`src/rtl/ysyx_24070017_wbu_pkg.sv`:
```
// rtl/ysyx_24070017_wbu_pkg.sv - shared register-file constants and write-back entry type
package ysyx_24070017_wbu_pkg;
   localparam int ysyx_24070017_WORD_LENGTH = 32;
   localparam int ysyx_24070017_RF_REG_NUM  = 32;
   localparam int ysyx_24070017_ADDR_W      = $clog2(ysyx_24070017_RF_REG_NUM);

   typedef struct packed {
      logic [ysyx_24070017_ADDR_W-1:0]      rd;
      logic [ysyx_24070017_WORD_LENGTH-1:0] data;
   } res_entry_t;
endpackage

```
`src/rtl/ysyx_24070017_wbu_fifo2.sv`:
```
// rtl/ysyx_24070017_wbu_fifo2.sv - two-entry synchronous FIFO for buffered results
module ysyx_24070017_wbu_fifo2
   import ysyx_24070017_wbu_pkg::*;
#(
   parameter int W = $bits(res_entry_t)
) (
   input  logic         clk,
   input  logic         rst,
   input  logic         flush,
   input  logic         push,
   input  logic [W-1:0] din,
   input  logic         pop,
   output logic [W-1:0] dout,
   output logic [1:0]   count
);
   logic [W-1:0] mem_q [2];
   logic [W-1:0] mem_d [2];
   logic         rd_ptr_q, rd_ptr_d;
   logic [1:0]   count_q, count_d;
   logic         wr_ptr;

   // Caller never pushes when full nor pops when empty.
   always_comb begin
      mem_d    = mem_q;
      rd_ptr_d = rd_ptr_q;
      count_d  = count_q;
      wr_ptr   = rd_ptr_q ^ count_q[0];
      if (flush) begin
         count_d  = 2'd0;
         rd_ptr_d = 1'b0;
      end else begin
         if (push) mem_d[wr_ptr] = din;
         if (pop) rd_ptr_d = ~rd_ptr_q;
         count_d = count_q + {1'b0, push} - {1'b0, pop};
      end
   end

   always_ff @(posedge clk or negedge rst) begin
      if (!rst) begin
         mem_q[0] <= '0;
         mem_q[1] <= '0;
         rd_ptr_q <= 1'b0;
         count_q  <= 2'd0;
      end else begin
         mem_q    <= mem_d;
         rd_ptr_q <= rd_ptr_d;
         count_q  <= count_d;
      end
   end

   assign dout  = mem_q[rd_ptr_q];
   assign count = count_q;
endmodule

```
`src/rtl/ysyx_24070017_wbu.sv`:
```
// rtl/ysyx_24070017_wbu.sv - write-back unit: result buffer, RF write port and pending-write scoreboard
module ysyx_24070017_wbu
   import ysyx_24070017_wbu_pkg::*;
#(
   parameter int WORD_LENGTH = ysyx_24070017_WORD_LENGTH,
   parameter int RF_REG_NUM  = ysyx_24070017_RF_REG_NUM,
   parameter int ADDR_W      = $clog2(RF_REG_NUM)
) (
   input  logic                             clk,
   input  logic                             rst,
   input  logic                             flush,
   input  logic                             iss_valid,
   input  logic [ADDR_W-1:0]                iss_rd,
   output logic                             iss_ready,
   input  logic                             res_valid,
   input  logic [ADDR_W-1:0]                res_rd,
   input  logic [WORD_LENGTH-1:0]           res_data,
   output logic                             res_ready,
   output logic [RF_REG_NUM-1:0]            we,
   output logic [RF_REG_NUM*WORD_LENGTH-1:0] wdata,
   output logic [RF_REG_NUM-1:0]            busy
);
   logic [1:0]                         count;
   logic [ADDR_W+WORD_LENGTH-1:0]      head;
   logic [ADDR_W-1:0]                  head_rd;
   logic [WORD_LENGTH-1:0]             head_data;
   logic                               push, pop, inc, dec;
   logic [RF_REG_NUM-1:0]              we_q, we_d;
   logic [RF_REG_NUM*WORD_LENGTH-1:0]  wdata_q, wdata_d;
   logic [1:0]                         pend_q [RF_REG_NUM];
   logic [1:0]                         pend_d [RF_REG_NUM];

   assign res_ready = (count != 2'd2);
   assign push      = res_valid && res_ready;
   assign pop       = (count != 2'd0);
   assign head_rd   = head[ADDR_W+WORD_LENGTH-1:WORD_LENGTH];
   assign head_data = head[WORD_LENGTH-1:0];

   ysyx_24070017_wbu_fifo2 #(.W(ADDR_W + WORD_LENGTH)) u_fifo (
      .clk   (clk),
      .rst   (rst),
      .flush (flush),
      .push  (push),
      .din   ({res_rd, res_data}),
      .pop   (pop),
      .dout  (head),
      .count (count)
   );

   // Readiness looks only at registered counts; a same-cycle commit does not help.
   assign iss_ready = (iss_rd == '0) || (pend_q[iss_rd] != 2'd3);
   assign inc       = iss_valid && iss_ready && (iss_rd != '0);
   assign dec       = pop && (head_rd != '0);

   always_comb begin
      we_d      = '0;
      wdata_d   = wdata_q;
      pend_d    = pend_q;
      pend_d[0] = 2'd0;
      if (flush) begin
         for (int i = 1; i < RF_REG_NUM; i++) pend_d[i] = 2'd0;
      end else begin
         if (pop) begin
            wdata_d = {RF_REG_NUM{head_data}};
            if (head_rd != '0) we_d[head_rd] = 1'b1;
         end
         for (int i = 1; i < RF_REG_NUM; i++) begin
            if (inc && (iss_rd == ADDR_W'(i)) && !(dec && (head_rd == ADDR_W'(i))))
               pend_d[i] = pend_q[i] + 2'd1;
            else if (dec && (head_rd == ADDR_W'(i)) && !(inc && (iss_rd == ADDR_W'(i)))
                     && (pend_q[i] != 2'd0))
               pend_d[i] = pend_q[i] - 2'd1;
         end
      end
   end

   always_ff @(posedge clk or negedge rst) begin
      if (!rst) begin
         we_q    <= '0;
         wdata_q <= '0;
         for (int i = 0; i < RF_REG_NUM; i++) pend_q[i] <= 2'd0;
      end else begin
         we_q    <= we_d;
         wdata_q <= wdata_d;
         pend_q  <= pend_d;
      end
   end

   always_comb begin
      busy = '0;
      for (int i = 1; i < RF_REG_NUM; i++) busy[i] = (pend_q[i] != 2'd0);
   end

   assign we    = we_q;
   assign wdata = wdata_q;

   underflow_a: assert property (@(posedge clk) disable iff (!rst)
      !(dec && !flush && (pend_q[head_rd] == 2'd0)));
endmodule

```
`config.mk`:
```
export PLATFORM = sky130hd
export DESIGN_NAME = ysyx_24070017_wbu
export DESIGN_NICKNAME = d
export VERILOG_FILES = /design/src/rtl/ysyx_24070017_wbu_pkg.sv /design/src/rtl/ysyx_24070017_wbu_fifo2.sv /design/src/rtl/ysyx_24070017_wbu.sv
export SDC_FILE = /design/constraint.sdc
export NUM_CORES = 1
export LEC_CHECK = 0
export BUFFER_PORTS_ARGS = -buffer_cell sky130_fd_sc_hd__buf_4
export CAP_MARGIN = 10
export CORE_AREA = 2 2 444 446
export DETAILED_ROUTE_END_ITERATION = 8
export DIE_AREA = 0 0 446 448
export GPL_TIMING_DRIVEN = 0
export PLACE_DENSITY = 0.38
export SYNTH_ARGS = -nofsm -noshare
export SYNTH_HDL_FRONTEND = slang
export SYNTH_SLANG_ARGS = --single-unit
```
`constraint.sdc`:
```
create_clock -name clk -period 2.2 [get_ports clk]
set_clock_uncertainty 0.05 [all_clocks]
set_input_delay 0.11 -clock clk [delete_from_list [all_inputs] [get_ports clk]]
set_output_delay 0.11 -clock clk [all_outputs]
set_load 0.1 [all_outputs]
```
**Word level (Yosys, flattened, before mapping)**

Index checks and enable logic that the tools add are counted.

- Register bits after elaboration: 1195
- Input bits: 47
- Word-level logic and storage cells: 550

- $add $sub $neg: 64
- Order comparisons: 6
- Equal/unequal tests: 64
- Multiplexer cells: 80
- Bitwise operators: 6
- Reduce and logical (&&, ||, !) cells: 293

Operators with widths:

| operator | number |
|---|---|
| $logic_and 1x1->1 | 161 |
| $eq 5x5->1 const B | 32 |
| $mux 37 | 4 |
| $mux 2 | 65 |
| $mux 32 | 3 |
| $reduce_bool 3->1 | 31 |
| $eq 5x4->1 const B | 16 |
| $bwmux 74 | 1 |
| $reduce_bool 2->1 | 33 |
| $add 2x1->2 const B | 31 |
| $logic_not 1->1 | 62 |
| $mux 62 | 1 |
| $sub 2x1->2 const B | 31 |
| $eq 5x3->1 const B | 8 |
| $demux 37 s1 | 1 |
| $eq 5x2->1 const B | 4 |
| $bmux 2 s5 | 1 |
| $eq 5x1->1 const B | 2 |
| $reduce_bool 5->1 | 2 |
| $ge 6x6->1 const B | 1 |
| $lt 5x6->1 const B | 1 |
| $not 5->6 | 1 |
| $demux 1 s5 | 1 |
| $ge 5x1->1 const B | 1 |
| 12 further kinds | 19 |

**Depth between registers and ports, before layout**

Gate-level depths: netlist of the first run.

- Depth in word-level cells: 15
- Gate-level depth with buffers: 9

**Hierarchy**

Synthesis of the first run repeated with hierarchy kept, for this count alone.

- Cells, all modules: 1887
- Area, all modules: 17571.9 µm²

By module, submodules not included:

| module | times used | cells each | area each (µm²) |
|---|---|---|---|
| ysyx_24070017_wbu | 1 | 1674 | 14214.9 |
| ysyx_24070017_wbu_fifo2 | 1 | 213 | 3357.0 |

**Least setup slack after synthesis of the first run**

Ideal clock, no wire load.

- Kind: register to output
- Start point: reg pend_q[5] (netlist name)
- End point: out iss_ready
- Arrival time: 3.006 ns
- Setup slack: -0.966 ns
- Stages on the path, launching flop included: 4
- Path buffers: 0
- Cells stage by stage: dfrtp_1 mux4_1 mux4_2 a22oi_1

- Longest elaborated chain between the ends: 5

Ends and longest elaborated chain:

| element | line | source |
|---|---|---|
| start, declared | ysyx_24070017_wbu.sv:30 | `logic [1:0] pend_q [RF_REG_NUM];` |
| start signal, assigned | ysyx_24070017_wbu.sv:85 | `pend_q <= pend_d;` |
| $bmux 2 s5 | ysyx_24070017_wbu.sv:51 | `assign iss_ready = (iss_rd == '0) \|\| (pend_q[iss_rd] != 2'd3);` |
| $mux 2 (not written as such) (2 in series) | ysyx_24070017_wbu.sv:51 |  |
| $ne 2x2->1 | ysyx_24070017_wbu.sv:51 |  |
| $logic_or 1x1->1 | ysyx_24070017_wbu.sv:51 |  |
| end, declared | ysyx_24070017_wbu.sv:14 | `output logic iss_ready,` |

No other way between the ends. The select of a mux whose other input is x is not followed.

**Final worst setup path of the first run**

- Start point: reg pend_q[1] (netlist name)
- End point: out iss_ready

The elaborated chain is that of the path after synthesis.

==> metrics.md, run 1 <==
| Metric | Value |
|---|---|
| H-tree levels | `1` |
| Sink Count | `203` |
| Pre-Repair DR Iteration Count | `4` |
| Total number of vias | `16,200` |
| Maximum clock rate | `between 300 and 400 MHz` |
| Io pins | `1,137` |
| Worst hold path endpoint | `pend_q[46]` |
| Peak fanout along the critical path | `5` |
| Placed wire-length estimate | `between 70,000 and 80,000 microns` |
| Area grow syn2layout | `89.0%` |
| Vias in the first global route | `approximately 14,000` |
| Worst path required time | `2040 ps` |
| Pre-CTS setup slack | `-1770 ps` |
| Yosys warning count | `0` |
| Synth Flop Type | `dfrtp_1` |
| Root Driver | `clkbuf_16` |
| Asr flop ratio synth | `100%` |
| # setup viols final | `63` |
| ANT nets after route | `0` |
| Detailed Route WL | `91,900 microns` |
| Syn_area_per_cell | `9.21 sq um` |
| CTS tree | `built` |
| Mapped Cells | `1,897` |
| Final net count | `3,235` |
| Final setup TNS | `-19,990 ps` |
| Grt total ovfl | `0` |
| FF-to-FF path depth | `9` |
| Worst-Margin Slew | `1060 ps` |
| Arrival @ worst endpoint | `2650 ps` |
| RR Endpoint | `pend_q[21]` |
| Die ar. | `200,000 sq um` |
| Number of synthesized register bits | `203` |
| Die height | `448 microns` |
| Num CTS Buffers | `28` |
| Max-slew headroom | `28.8%` |
| Filler cells | `22,000` |
| Netlist cell types | `67` |
| GPL Wtd Cong | `0.753` |
| EDFF count, synth | `0` |
| Worst Path Class, Setup | `reg -> out` |
| Final worst path period share | `128%` |
| Clk buf depth | `3` |
| R2r setup slk | `-510 ps` |
| Vias per cell | `2.82` |
| Pin count of the biggest net entering global routing | `81` |
| Number of instances in the placed design | `5,592` |
| Seq/Total Area, Yosys | `29.1%` |
| Die extent in x | `446 microns` |
| Fin. max-slew vios | `0` |
| Run status | `complete, but fails checks` |
| Hold Crit Depth | `6` |
| Worst min-delay path startpoint | `iss_rd[4]` |
| Hold Fails Final Rpt | `0` |
| Clk_lat worst skew | `630 ps` |
| Minimum clock period | `about 2800 ps` |
| RSZ-0062 raised after global routing | `true` |
| HP Class | `in -> reg` |
| Initial antenna violation count | `10` |
| Crit end category | `primary output` |
| First-pass GRT wire length | `118,000 microns` |
| Ratio of cells with drive above 1 in the final layout | `81.0%` |
| Initial DRC count | `607` |
| Final setup margin | `-614 ps` |
| Worst setup SP type | `flip-flop` |
| Max-cap violations | `0` |
| DRC viols | `0` |
| Post-synthesis cell area | `between 15,000 and 20,000 sq um` |
| Failing checks | `negative setup slack` |
| Wire per inst | `16.0 microns` |
| Rows | `~160` |
| R2R Path Start | `pend_q[1]` |
| Core ar. | `195,000 sq um` |
| IO buf count | `1,133` |
| Fin cells | `5,757` |
| Reg clk slew, reported paths | `roughly 60 ps` |
| CP Launch Point | `pend_q[1]` |
| GRT Total Usage | `8.24%` |
| Initial Util | `8.97%` |
## critical path, cell delays in order, from the launching register on
cell and delay [ps]:
dfrtp_1 420, mux4_2 520, mux4_2 510, a22oi_2 350, buf_12 230
## cell usage after synthesis (15+ instances only)
cell | instances | share of area, %
a311oi_1 | 17 | 0.85
nor2_1 | 64 | 1.4
clkbuf_1 | 31 | 0.67
nor3_1 | 19 | 0.54
o21ai_0 | 59 | 1.7
mux2i_1 | 33 | 1.9
or2_2 | 49 | 1.8
and2_1 | 22 | 0.79
mux2_2 | 76 | 4.9
a21o_1 | 15 | 0.64
a221oi_1 | 17 | 0.85
nand3_1 | 26 | 0.75
inv_1 | 16 | 0.34
a21oi_1 | 40 | 1.1
buf_4 | 993 | 43
dfrtp_1 | 203 | 29
nand2_1 | 62 | 1.3
## cells by family after synthesis
logic type | share of synthesized area, %
AO/OA/AOI/OAI | 8.60
XOR/XNOR | 0.301
buffers and inverters | 44.5
flip-flops | 29.1
multiplexers | 8.86
other | 0.0215
AND/OR/NAND/NOR | 8.62
## per-layer routing
layer	GRT usage [%]	wire length [microns]	up-vias
li1	-	-	7890
met1	8.47	31600	7730
met2	17.1	53600	551
met3	1.59	5350	70
met4	1.29	1390	0
met5	0	0	-
## state kept, by name, indices dropped and copies added, names as in the netlist
register,count
pend_q,62
we,32
u_fifo.mem_q,74
u_fifo.rd_ptr_q,1
wdata,32
u_fifo.count,2
## repair_timing
item	in CTS	in global routing
hold endpoints to repair	207	0
cloned	3	3
pin swaps	42	52
hold buffers	42	0
setup buffers	34	31
setup endpoints to repair	933	207
gates resized for setup	183	97
## cells in the final DEF (no fill, tap or decap), types with 6 or more instances in the layout
| master | n |
|---|---|
| o21ai_0 | 51 |
| a221oi_1 | 8 |
| a21oi_2 | 14 |
| a21o_1 | 15 |
| nand3_2 | 9 |
| or2_0 | 7 |
| clkinv_2 | 6 |
| nand2b_1 | 10 |
| nand3_4 | 8 |
| nand3_1 | 11 |
| o211ai_1 | 13 |
| dfrtp_1 | 160 |
| clkbuf_16 | 35 |
| a221oi_2 | 11 |
| or2_2 | 49 |
| dfrtp_2 | 24 |
| dfrtp_4 | 19 |
| buf_6 | 21 |
| buf_4 | 2163 |
| buf_16 | 17 |
| a311oi_1 | 16 |
| inv_1 | 16 |
| clkbuf_8 | 6 |
| mux2i_1 | 31 |
| clkbuf_1 | 19 |
| mux4_2 | 15 |
| buf_8 | 6 |
| nor2_1 | 61 |
| mux2_4 | 31 |
| and2_4 | 8 |
| and2_1 | 15 |
| nor3_1 | 15 |
| buf_12 | 19 |
| nand2_1 | 58 |
| a21oi_1 | 25 |
| mux2_2 | 45 |
| dlygate4sd3_1 | 41 |
## how the worst max path moves through the flow
stage | endpoint | depth (start not counted) | slack, ps
after floorplan | iss_ready | 3 | -300
after global placement | wdata[999] | 5 | -1760
after detailed placement | u_fifo.mem_q[56] | 7 | -1770
after CTS | iss_ready | 4 | -700
after global routing | iss_ready | 4 | -700
final | iss_ready | 4 | -610
## stage by stage
step	hold WS (ps)	util [%]	instance area, sq um
CTS	11.5	16.6	32300
detailed placement	42.1	15.3	29700
finish	97.7	17.0	33000
global route	95.5	17.0	33000
floorplan	-236	-	17500
global placement	289	15.0	29200
## layout make-up
cell class | instances | area [sq um] | area share (%)
repair buffers | 1265 | 10300 | 31.1
plain buffers | 1038 | 7880 | 23.9
multi-input cells | 636 | 5430 | 16.5
flip-flops and latches | 203 | 5180 | 15.7
well taps | 2542 | 3180 | 9.64
clock buffers | 33 | 759 | 2.30
clock inverters | 19 | 225 | 0.682
inverters | 16 | 60.1 | 0.182
diodes | 5 | 12.5 | 0.0379
Power of run 1 is not shown: default switching activity piles up to over one toggle a cycle in this logic, so the estimate is an artifact.
==> run 2: changes to the inputs <==
- SETUP_SLACK_MARGIN: unset -> 0.05
==> run 2 against run 1 <==
Worst hold slack lost 0.85 ps. Count of clock-buffer cells in the layout is 8 higher. Critical endpoint unchanged. Non-clock buffer count is 41 higher. Flip-flop and latch count unchanged. Sequential share of layout area shrank 0.22 points. Register-to-register slack improved by 80 ps. First-iteration DRC count grew 24%. Global-route usage up 0.40 points. Via count grew 1.4%. The flow still finishes with violations (negative setup slack). Setup slack better by 36 ps.
==> metrics.md, run 2 (synthesized netlist as in run 1, its figures left out) <==
| Metric | Value |
|---|---|
| Run status | `complete, but fails checks` |
| Failing checks | `negative setup slack` |
| Total number of vias | `16,500 (+1.4%)` |
| CP peak stage delay | `510 ps (about the same)` |
| Cell seen most often among critical-path stages | `mux4_2` |
| R2R Path Start | `pend_q[1]` |
| RR Endpoint | `pend_q[13]` |
| Placed wire-length estimate | `76,300 microns (+4.7%)` |
| Family with the most delay on the worst path | `multiplexers` |
| Top reg by flops | `u_fifo.mem_q` |
| GRT Total Usage | `8.64% (+0.40 points)` |
| Worst setup SP type | `flip-flop` |
| Commonest non-fill, non-tap cell in the layout | `buf_4` |
| # setup viols final | `73 (+16%)` |
| RSZ-0062 raised after global routing | `true` |
| Final net count | `3,277 (+1.3%)` |
| Crit-path cells | `mux4_2 -> mux4_2 -> a22oi_2 -> buf_12` |
| CP Launch Point | `pend_q[1]` |
| Peak fanout along the critical path | `5 (unchanged)` |
| Final worst path period share | `126% (-1.6 points)` |
| Clk buf depth | `3 (unchanged)` |
| ANT nets after route | `0 (unchanged)` |
| HP Class | `in -> reg` |
| Final setup margin | `-578 ps (+35.7 ps)` |
| Largest registers | `u_fifo.mem_q (74), pend_q (62)` |
| Crit end category | `primary output` |
| Final setup TNS | `-16,100 ps (+3880 ps)` |
| Minimum hold slack | `96.9 ps (-0.846 ps)` |
| Die extent in x | `446 microns (unchanged)` |
| DRC viols | `0 (unchanged)` |
| Initial DRC count | `755 (+24%)` |
| Area grow syn2layout | `92.1%` |
| Arrival @ worst endpoint | `2620 ps (-30 ps)` |
| Fin. max-slew vios | `0 (unchanged)` |
| Max-slew headroom | `34.9% (+6.1 points)` |
| Wire per inst | `16.7 microns (+4.3%)` |
| Worst-Margin Slew | `977 ps (-87.0 ps)` |
| Filler cells | `21,900 (-0.62%)` |
| First-pass GRT wire length | `122,000 microns (+3.6%)` |
| Worst Path Class, Setup | `reg -> out` |
| Max-cap violations | `0 (unchanged)` |
| H-tree levels | `1 (unchanged)` |
| Grt total ovfl | `0 (unchanged)` |
| Reg clk slew, reported paths | `60 ps (about the same)` |
| CTS tree | `built` |
| Critical path buffer and inverter count | `1 (unchanged)` |
| Initial antenna violation count | `17 (+7)` |
| Io pins | `1,137 (unchanged)` |
| Core ar. | `195,000 sq um (unchanged)` |
| Minimum clock period | `2780 ps (-35.7 ps)` |
| Flip-flop count of the largest register, all copies and words added | `74 (unchanged)` |
| R2r setup slk | `-430 ps (+80 ps)` |
| Detailed Route WL | `96,600 microns (+5.1%)` |
| Sink Count | `203 (unchanged)` |
| Commonest non-fill, non-tap cells in the layout | `buf_4, dfrtp_1, mux2_4, nor2_1, nand2_1` |
| Vias per cell | `2.84 (+0.67%)` |
| Worst min-delay path startpoint | `iss_rd[4]` |
| Vias in the first global route | `14,500 (-0.014%)` |
| Hold Crit Depth | `6 (unchanged)` |
| IO buf count | `1,133 (unchanged)` |
| Clk_lat worst skew | `630 ps (about the same)` |
| Root Driver | `clkbuf_16` |
| Num CTS Buffers | `29 (+3.6%)` |
| Ratio of cells with drive above 1 in the final layout | `80.6% (-0.37 points)` |
| Die ar. | `200,000 sq um (unchanged)` |
| Pre-Repair DR Iteration Count | `5 (+1)` |
| Worst path required time | `2040 ps (about the same)` |
| Die height | `448 microns (unchanged)` |
| Initial Util | `8.97% (unchanged)` |
| GPL Wtd Cong | `0.748 (-0.54%)` |
| Pin count of the biggest net entering global routing | `92 (+14%)` |
| Maximum clock rate | `360 MHz (+1.3%)` |
| Hold Fails Final Rpt | `0 (unchanged)` |
| Slowest-stage cell, CP | `mux4_2` |
| Worst hold path endpoint | `pend_q[46]` |
| FF-to-FF path depth | `9 (unchanged)` |
| Rows | `162 (unchanged)` |
## run 2: per-stage QoR
step	setup WS (ps)	cell area [sq um]	cells	util, %
CTS	-664	32600	5743	16.8
detailed placement	-1350	29800	5596	15.3
finish	-578	33500	5798	17.2
global route	-661	33500	5795	17.2
global placement	-1890	29300	5573	15.0
floorplan	-296	17600	1898	-
## run 2: worst register-to-register path: cells and delay by family, from the launching register on
family                 cells  cell delay (ps)
AOI/OAI and AO/OA          3              470
DFF                        1              420
muxes                      2             1010
buffers and inverters      4              580
## run 2: worst max path at each step
stage,slack (ps),to,depth (start not counted)
after floorplan,-300,iss_ready,3
after detailed placement,-1350,u_fifo.mem_q[67],7
after CTS,-660,iss_ready,4
final,-580,iss_ready,4
after global placement,-1890,wdata[1005],5
after global routing,-660,iss_ready,4
## run 2: what timing repair did
item                                    in CTS  in global routing
endpoints found under the setup margin     981                235
pin swaps                                   27                 36
endpoints found under the hold margin      191                  0
setup buffers                               50                 51
gates cloned                                 5                  3
hold buffers                                42                  0
gates resized for setup                    193                112
## run 2: area by class of cell
| cell class | count | area (sq um) | share of cell area (%) |
|---|---|---|---|
| timing repair buffer | 1306 | 10800 | 32.1 |
| buffer | 1038 | 7870 | 23.5 |
| multi-input combinational | 636 | 5510 | 16.4 |
| sequential | 203 | 5190 | 15.5 |
| tap | 2542 | 3180 | 9.48 |
| clock buffer | 41 | 811 | 2.42 |
| clock inverter | 12 | 134 | 0.399 |
| inverter | 16 | 60.1 | 0.179 |
| antenna | 4 | 10.0 | 0.0298 |
## run 2: per-layer routing
layer / global-route usage, % / up-vias / wire length, microns
met3: 1.54 / 56 / 5370
met1: 9.64 / 7870 / 36000
met5: 0 / - / 0
met4: 1.21 / 0 / 1110
met2: 17.1 / 565 / 54200
li1: - / 7975 / -
Power of run 2 is left out for the same reason.
==> run 3: changes to the inputs <==
- SKIP_LAST_GASP: unset -> 1
==> run 3 against run 2 <==
The run still ends with negative setup slack left. Register-to-register slack about the same. Cell area shrank 0.19%. Routed wire length hardly changed. Critical endpoint unchanged. Largest cell class unchanged. Highest routed layer unchanged.
==> metrics.md, run 3 (synthesized netlist as in run 1, its figures left out) <==
| Metric | Value |
|---|---|
| Run status | `complete, but fails checks` |
| Failing checks | `negative setup slack` |
| CP peak stage delay | `510 ps (about the same)` |
| Reg clk slew, reported paths | `60 ps (about the same)` |
| Max-cap violations | `0 (unchanged)` |
| Total number of vias | `16,500 (+0.21%)` |
| IO buf count | `1,133 (unchanged)` |
| GRT Total Usage | `8.62% (-0.021 points)` |
| Vias in the first global route | `14,500 (-0.25%)` |
| Crit end category | `primary output` |
| Slowest-stage cell, CP | `mux4_2` |
| Sink Count | `203 (unchanged)` |
| Minimum hold slack | `94.5 ps (-2.37 ps)` |
| WP depth | `4 (unchanged)` |
| Critical path buffer and inverter count | `1 (unchanged)` |
| GRT met2 Usage | `17.1% (unchanged)` |
| Arrival @ worst endpoint | `2620 ps (about the same)` |
| Die ar. | `200,000 sq um (unchanged)` |
| CTS tree | `built` |
| Initial DRC count | `788 (+4.4%)` |
| Vias per cell | `2.85 (+0.21%)` |
| Detailed Route WL | `96,600 microns (about the same)` |
| CP Launch Point | `pend_q[7]` |
| Die extent in x | `446 microns (unchanged)` |
| Num CTS Buffers | `29 (unchanged)` |
| Minimum clock period | `2780 ps (+3.10 ps)` |
| Grt total ovfl | `0 (unchanged)` |
| Root Driver | `clkbuf_16` |
| R2r setup slk | `-440 ps (about the same)` |
| Largest registers | `u_fifo.mem_q (74), pend_q (62)` |
| Maximum clock rate | `360 MHz (-0.11%)` |
| Final net count | `3,276 (-0.031%)` |
| GR Layer Usage met1 | `9.58% (-0.059 points)` |
| Flip-flop count of the largest register, all copies and words added | `74 (unchanged)` |
| Worst setup SP type | `flip-flop` |
| Die height | `448 microns (unchanged)` |
| Area grow syn2layout | `91.7%` |
| Initial Util | `8.97% (unchanged)` |
| HP Class | `in -> reg` |
| Final setup margin | `-581 ps (-3.10 ps)` |
| Final Util | `17.2% (-0.033 points)` |
| FF-to-FF path depth | `9 (unchanged)` |
| Worst-Margin Slew | `976 ps (-1.47 ps)` |
| Wire per inst | `16.7 microns (about the same)` |
| R2R Path Start | `pend_q[7]` |
| Commonest non-fill, non-tap cells in the layout | `buf_4, dfrtp_1, nor2_1, mux2_4, nand2_1` |
| ANT nets after route | `0 (unchanged)` |
| Cell seen most often among critical-path stages | `mux4_2` |
| Worst Path Class, Setup | `reg -> out` |
| Pre-CTS setup slack | `-1350 ps (unchanged)` |
| Pin count of the biggest net entering global routing | `92 (unchanged)` |
| # setup viols final | `77 (+5.5%)` |
| First-pass GRT wire length | `122,000 microns (-0.35%)` |
| Max-slew headroom | `35.0% (+0.098 points)` |
| DRC viols | `0 (unchanged)` |
| Placed wire-length estimate | `76,300 microns (unchanged)` |
| Final worst path period share | `126% (+0.14 points)` |
| Rows | `162 (unchanged)` |
| Fin. max-slew vios | `0 (unchanged)` |
| Initial antenna violation count | `17 (unchanged)` |
| Core ar. | `195,000 sq um (unchanged)` |
| Crit-path cells | `mux4_2 -> mux4_2 -> a22oi_2 -> buf_12` |
| Io pins | `1,137 (unchanged)` |
| End point of the critical path | `iss_ready` |
| Number of instances in the placed design | `5,596 (unchanged)` |
| Met3 usage | `1.54% (unchanged)` |
| RSZ-0062 raised after global routing | `true` |
| Fin cells | `5,798 (unchanged)` |
| GPL Wtd Cong | `0.748 (unchanged)` |
| Worst path required time | `2040 ps (about the same)` |
| Clk buf depth | `3 (unchanged)` |
| H-tree levels | `1 (unchanged)` |
| Family with the most delay on the worst path | `multiplexers` |
| Pre-Repair DR Iteration Count | `5 (unchanged)` |
| Top reg by flops | `u_fifo.mem_q` |
| RR Endpoint | `pend_q[13]` |
| Gr busiest metal | `met2` |
| Commonest non-fill, non-tap cell in the layout | `buf_4` |
| Clk_lat worst skew | `630 ps (about the same)` |
| Peak fanout along the critical path | `5 (unchanged)` |
| Hold Fails Final Rpt | `0 (unchanged)` |
| Ratio of cells with drive above 1 in the final layout | `80.5% (-0.16 points)` |
-- run 3: cell count changes in the layout (fill, tap and decap cells not counted), sizes merged --
cell	previous run	this run
clkbuf	72	71
diode	4	5
-- run 3: metal layers --
layer	up-vias	wire length, microns
met1	7882	35900
met2	583	54100
met5	-	0
met4	0	1150
li1	7975	-
met3	60	5310
-- run 3: final cells by class --
| cell class | count | area (sq um) |
|---|---|---|
| multi-input cells | 636 | 5460 |
| well taps | 2542 | 3180 |
| repair buffers | 1305 | 10800 |
| plain buffers | 1038 | 7870 |
| flip-flops and latches | 203 | 5190 |
| diodes | 5 | 12.5 |
| inverters | 16 | 60.1 |
| clock buffers | 41 | 811 |
| fillers | 21800 | 161000 |
| clock inverters | 12 | 134 |
-- run 3: per-stage QoR --
| step | setup TNS (ps) | cell area (sq um) |
|---|---|---|
| after floorplan | -296 | 17600 |
| after CTS | -17350 | 32500 |
| after detailed placement | -149060 | 29800 |
| after global routing | -23190 | 33500 |
| final | -16390 | 33500 |
| after global placement | -509480 | 29300 |
-- run 3: how the worst min path moves through the flow --
stage / depth (start not counted) / startpoint / endpoint / slack, ps
after floorplan: 0 / rst / pend_q[0] / -240
after global placement: 3 / res_rd[3] / u_fifo.mem_q[72] / 300
after detailed placement: 1 / rst / we[21] / -2
after CTS: 6 / iss_rd[4] / pend_q[46] / 20
after global routing: 6 / iss_rd[4] / pend_q[46] / 100
final: 6 / iss_rd[4] / pend_q[46] / 90
-- run 3: worst register-to-register path, stage by stage, from the launching register on --
cell	delay [ps]
dfrtp_1	440
mux4_2	500
mux4_2	510
buf_4	160
buf_6	130
a21oi_4	240
buf_6	150
clkbuf_16	140
o211ai_1	80
a21oi_1	150
-- run 3: timing repair --
item	CTS	global route
gates resized for setup	163	130
hold buffers	42	0
pin swaps	27	41
buffers inserted	50	50
setup endpoints to repair	981	237
hold endpoints to repair	191	0
cloned	5	3
Power of run 3 is left out for the same reason.
